<file path="src/rtl/fir_pkg.sv">
`default_nettype none
//------------------------------------------------------------------------------
// Module   : fir_pkg
// Purpose  : Shared widths, tap count and default coefficients for the
//            exercise4_fir 4-tap low-pass filter.
// Contents : NB_INPUT  - input sample width, S(8,7)
//            NB_COEF   - coefficient width, S(8,7)
//            NB_PROD   - full-precision product width, S(16,14)
//            NB_ADD    - quantized product width, S(10,8)
//            NB_OUTPUT - output width, S(12,8)
//            N_TAPS    - number of filter taps
//            H*_DEFAULT- default coefficients (0.5, 0.25, 0.125, 0.0625)
// Config   : FIR_ROUND_EN (used by fir_tap_mult) selects round-half-up
//            quantization instead of floor truncation.
// Revision : 1.0 - initial release
//------------------------------------------------------------------------------
package fir_pkg;

  localparam int NB_INPUT  = 8;
  localparam int NB_COEF   = 8;
  localparam int NB_PROD   = NB_INPUT + NB_COEF;
  localparam int NB_ADD    = 10;
  localparam int NB_OUTPUT = 12;
  localparam int N_TAPS    = 4;

  // Bits discarded when going from S(16,14) to S(10,8).
  localparam int Q_SHIFT   = NB_PROD - NB_ADD;

  localparam logic signed [NB_COEF-1:0] H0_DEFAULT = 8'sd64;
  localparam logic signed [NB_COEF-1:0] H1_DEFAULT = 8'sd32;
  localparam logic signed [NB_COEF-1:0] H2_DEFAULT = 8'sd16;
  localparam logic signed [NB_COEF-1:0] H3_DEFAULT = 8'sd8;

endpackage : fir_pkg
`default_nettype wire

</file>
<file path="src/rtl/fir_tap_mult.sv">
`default_nettype none
//------------------------------------------------------------------------------
// Module   : fir_tap_mult
// Purpose  : One FIR tap: full-precision signed multiply followed by
//            quantization from S(16,14) down to S(10,8). Purely combinational.
// Ports    : i_sample [NB_INPUT-1:0]  signed delayed sample, S(8,7)
//            i_coef   [NB_COEF-1:0]   signed coefficient, S(8,7)
//            o_q      [NB_ADD-1:0]    signed quantized product, S(10,8)
// Config   : FIR_ROUND_EN defined   -> round half-up (add 2^5, then shift)
//            FIR_ROUND_EN undefined -> floor (arithmetic shift only)
// Revision : 1.0 - initial release
//------------------------------------------------------------------------------
module fir_tap_mult
  import fir_pkg::*;
(
  input  logic signed [NB_INPUT-1:0] i_sample,
  input  logic signed [NB_COEF-1:0]  i_coef,
  output logic signed [NB_ADD-1:0]   o_q
);

  logic signed [NB_PROD-1:0] w_prod;
  logic signed [NB_PROD-1:0] w_biased;
  logic                      w_unused_lsbs;

  assign w_prod = i_sample * i_coef;

`ifdef FIR_ROUND_EN
  // |product| <= 2^14, so adding 2^5 cannot overflow 16 bits.
  assign w_biased = w_prod + NB_PROD'(1 << (Q_SHIFT - 1));
`else
  assign w_biased = w_prod;
`endif

  // Taking the upper bits of a two's-complement value is an arithmetic
  // shift right, i.e. floor division by 2^Q_SHIFT.
  assign o_q           = w_biased[NB_PROD-1:Q_SHIFT];
  assign w_unused_lsbs = ^w_biased[Q_SHIFT-1:0];

endmodule : fir_tap_mult
`default_nettype wire

</file>
<file path="src/rtl/exercise4_fir.sv">
`default_nettype none
//------------------------------------------------------------------------------
// Module   : exercise4_fir
// Purpose  : 4-tap direct-form fixed-point FIR low-pass filter with constant
//            coefficients. One sample in and one registered sample out per
//            clock; no handshake.
// Ports    : clk               rising-edge clock
//            rst               asynchronous active-high reset
//            x [NB_INPUT-1:0]  signed input sample, S(8,7)
//            y [NB_OUTPUT-1:0] signed registered output, S(12,8)
// Params   : H0..H3 - raw S(8,7) tap coefficients
// Config   : FIR_ROUND_EN selects round-half-up quantization in each tap
//            (see fir_tap_mult); widths and latency are unchanged.
// Revision : 1.0 - initial release
//------------------------------------------------------------------------------
module exercise4_fir
  import fir_pkg::*;
#(
  parameter logic signed [NB_COEF-1:0] H0 = H0_DEFAULT,
  parameter logic signed [NB_COEF-1:0] H1 = H1_DEFAULT,
  parameter logic signed [NB_COEF-1:0] H2 = H2_DEFAULT,
  parameter logic signed [NB_COEF-1:0] H3 = H3_DEFAULT
) (
  input  logic                        clk,
  input  logic                        rst,
  input  logic signed [NB_INPUT-1:0]  x,
  output logic signed [NB_OUTPUT-1:0] y
);

  localparam logic signed [NB_COEF-1:0] C_COEF [N_TAPS] = '{H0, H1, H2, H3};

  logic signed [NB_INPUT-1:0]  r_delay [N_TAPS];
  logic signed [NB_ADD-1:0]    w_q     [N_TAPS];
  logic signed [NB_OUTPUT-1:0] w_sum;

  // Delay line: r_delay[0] holds the newest sample.
  always_ff @(posedge clk or posedge rst) begin
    if (rst) begin
      for (int k = 0; k < N_TAPS; k++) begin
        r_delay[k] <= '0;
      end
    end else begin
      r_delay[0] <= x;
      for (int k = 1; k < N_TAPS; k++) begin
        r_delay[k] <= r_delay[k-1];
      end
    end
  end

  generate
    for (genvar k = 0; k < N_TAPS; k++) begin : g_tap
      fir_tap_mult u_mult (
        .i_sample (r_delay[k]),
        .i_coef   (C_COEF[k]),
        .o_q      (w_q[k])
      );
    end
  endgenerate

  // Four S(10,8) terms need only two guard bits; the sum cannot overflow.
  always_comb begin
    w_sum = '0;
    for (int k = 0; k < N_TAPS; k++) begin
      w_sum = w_sum + {{(NB_OUTPUT-NB_ADD){w_q[k][NB_ADD-1]}}, w_q[k]};
    end
  end

  always_ff @(posedge clk or posedge rst) begin
    if (rst) begin
      y <= '0;
    end else begin
      y <= w_sum;
    end
  end

endmodule : exercise4_fir
`default_nettype wire

</file>
<file path="config.mk">
export PLATFORM = sky130hd
export DESIGN_NAME = exercise4_fir
export DESIGN_NICKNAME = d
export VERILOG_FILES = /design/src/rtl/fir_pkg.sv /design/src/rtl/fir_tap_mult.sv /design/src/rtl/exercise4_fir.sv
export SDC_FILE = /design/constraint.sdc
export NUM_CORES = 1
export LEC_CHECK = 0
export BUFFER_PORTS_ARGS = -buffer_cell sky130_fd_sc_hd__buf_2
export CAP_MARGIN = 10
export CELL_PAD_IN_SITES_DETAIL_PLACEMENT = 0
export CELL_PAD_IN_SITES_GLOBAL_PLACEMENT = 1
export CORE_ASPECT_RATIO = 0.6
export CORE_MARGIN = 2
export CORE_UTILIZATION = 35
export CTS_BUF_LIST = sky130_fd_sc_hd__clkbuf_16
export DETAILED_ROUTE_END_ITERATION = 10
export GPL_ROUTABILITY_DRIVEN = 0
export PLACE_DENSITY_LB_ADDON = 0.25
export SLEW_MARGIN = 20
export SYNTH_ARGS = -nofsm -noshare
export SYNTH_HDL_FRONTEND = slang
export SYNTH_SLANG_ARGS = --single-unit
</file>
<file path="constraint.sdc">
create_clock -name clk -period 2.9 [get_ports clk]
set_input_delay 0.29 -clock clk [delete_from_list [all_inputs] [get_ports clk]]
set_output_delay 0.29 -clock clk [all_outputs]
set_load 0.005 [all_outputs]
</file>
==> flow_summary.yaml <==
cts:
  root_buffer: "clkbuf_16"
  numCtsBuffers: 5
  cts.path.max_buffers: 2
  cts_sinks: 37
  clkLatencyLatePin_ps: 280
  cts_tree: "done"
  path_clk_slew_ps: 50
  htree_levels: 2
  hold_buffers: 0
yosys:
  synthMuxAreaShare: 0
  synth-simple-area-share: 0.0419
  ys_seq_elements: 37
  synth_top_area_frac: 0.535
  yosys_warnings: 0
  synth_area_leaders: "dfrtp_1, fa_1, inv_1, ha_1, xnor2_1"
  yosys.cell_types.count: 23
  ys_seq_area_frac: 0.535
  syn_inst: 133
  synth_top_family_by_area: "adder cells"
  syn-num-nets: 167
  syn-cell-area_mm2: 0.00173
  synth_top_area_cell: "dfrtp_1"
  synthXorXnorAreaFrac: 0.0202
  synthAdderAreaFrac: 0.238
  synth_compound_area_frac: 0.0802
  synth.avg_cell_area_um2: 13.0
critical_path:
  cpMaxStageDelayCell: "fa_1"
  reg2reg_depth: 11
  startpoint_type: "register"
  path_delay_family: "adder cells"
  crit_fanout: 3
  setup.worst_path.class: "register to register"
  cp_slowest_stage_delay_ps: 510
  cp.arrival_ps: 2990
  path_cells: "inv_2 -> fa_1 -> fa_1 -> inv_1 -> ha_2 -> inv_2 -> fa_2 -> nor2b_4 -> o31a_1 -> or4_1 -> nand3_1"
  critical_path_depth: 11
  cp-end-kind: "register"
  cp.required_ps: 3110
  cp.buffers_inverters: 3
grt:
  grt_max_degree: 38
  antenna_found_initial: 0
  grt_pass1_wl_mm: 4.53
  overflow: 0
  grt_usage: 0.113
  first_global_vias: 961
detailed_routing:
  routed_wl_mm: 2.49
  drtPass1Iterations: 4
  wl_per_cell_um: 11.0
  drtAntennaViolNets: 0
  drc: 0
  drt_iter0_drc: 17
  routed_via_density: 4.15
  vias: 939
sta:
  worst_pin_slew_ps: 454
  hold_violations: 0
  fmax_mhz: 361
  period_share: 0.956
  fin_crit_ps: 2770
  finalSetupTns_ps: 0
  maxSlewHeadroom: 0.698
  setup_violations: 0
  slew_viol_final: 0
  final.setup_skew_ps: 1.79
  rsz0062_at_grt: "false"
die:
  dieHeight_um: 58.5
  initial_core_util: 0.372
  dieArea_mm2: 0.00554
  coreArea_mm2: 0.00466
  num_rows: 19
  die_w_um: 94.8
  ios: 22
layout:
  final_cell_mix: "dfrtp_1, inv_1, buf_2"
  diodes: 0
  syn_to_final_growth_pct: 20.0
  drive_above_1_share: 0.233
  final_area_mm2: 0.00208
  final_common_cell: "dfrtp_1"
  layout.nets: 196
  fillCellCount: 454
power_and_ir_drop:
  clock_power_share: 0.300
  p_leak_uw: 0.00104
  seq_power_share: 0.381
  p_comb_frac: 0.319
  intPower_uw: 1180
  swShare: 0.289
  ir_drop_v: 0.000248
  power_density_mw_per_mm2: 798
  p_sw_uw: 479
place:
  hpwl_mm: 1.92
  portBuffers: 21
  postPlaceCellArea_mm2: 0.00192
min_path:
  hp-class: "input port to async pin"
run_status:
  outcome: "complete, no violations"
run:
  drv_cap: 0
worst register-to-register path, stage by stage (launching register included):
cell and delay, ps:
dfrtp_1 390, inv_2 60, fa_1 430, fa_1 510, inv_1 40, ha_2 200, inv_2 60, fa_2 230
nor2b_4 50, o31a_1 260, or4_1 400, nand3_1 90
worst paths after layout:
check	end	from	slack, ps
worst max-delay path	y[7]	r_delay[11]	130
worst min-delay path	r_delay[27]	rst	100
worst max register to register	y[7]	r_delay[11]	130
worst min register to register	r_delay[14]	r_delay[22]	380
max in group asynchronous	r_delay[24]	rst	2470
min in group clk	r_delay[29]	x[5]	120
state kept, by name (all words and copies together) (netlist names):
signal / flops
y: 11
r_delay: 26
power by group through the flow:
stage	logic [uW]	registers, uW	clock network, uW
2_1_floorplan	360	654	0
3_3_place_gp	513	639	0
3_5_place_dp	515	643	0
4_1_cts	520	634	519
5_1_grt	612	642	543
6_report	528	632	498
metrics by stage:
step | util | hold slack, ps | total power [uW] | worst slack, ps | instances
2_1_floorplan | - | 321 | 1010 | 148 | 133
3_3_place_gp | 0.411 | 358 | 1150 | 87.4 | 217
3_5_place_dp | 0.411 | 359 | 1160 | 20.0 | 217
4_1_cts | 0.441 | 109 | 1670 | 10.4 | 225
5_1_grt | 0.446 | 112 | 1800 | 5.11 | 226
6_report | 0.446 | 100 | 1660 | 127 | 226
metal layers:
metal,vias to the layer above,GRT usage,wire length [um]
li1,462,-,-
met1,448,0.148,1210
met2,22,0.160,1050
met3,7,0.0435,160
met4,0,0.0683,70
met5,-,0,0
synthesized netlist by cell type:
| library cell | instances |
|---|---|
| o21a_1 | 1 |
| nor2b_1 | 2 |
| or4_1 | 1 |
| fa_1 | 15 |
| nor2b_4 | 1 |
| nor2_1 | 2 |
| inv_1 | 37 |
| nand3_1 | 2 |
| a211oi_2 | 1 |
| xnor2_1 | 4 |
| buf_4 | 1 |
| o21bai_1 | 1 |
| ha_1 | 9 |
| a21oi_1 | 6 |
| nand2_1 | 1 |
| o211ai_1 | 2 |
| nor3b_1 | 1 |
| o21ai_0 | 3 |
| a2111oi_4 | 1 |
| dfrtp_1 | 37 |
| nor3_1 | 2 |
| a21o_1 | 2 |
| o31a_1 | 1 |
cell families after synthesis:
group	count (synthesis)
compound gates	18
xor+xnor	4
fa+ha+maj	24
buf+inv	38
flops	37
simple gates	12
cell type report:
type | count | area [um^2] | area share
flip-flops and latches | 37 | 926 | 0.446
repair buffers | 23 | 120 | 0.0578
well taps | 63 | 78.8 | 0.0379
inverters | 37 | 139 | 0.0668
clock buffers | 5 | 125 | 0.0602
clock inverters | 3 | 12.5 | 0.00602
multi-input cells | 58 | 677 | 0.326
repair_timing:
item,4_1_cts,5_1_grt
buffers inserted,0,1
setup endpoints to repair,0,2
resized for setup,0,6
(Power assumes the default switching activity.)
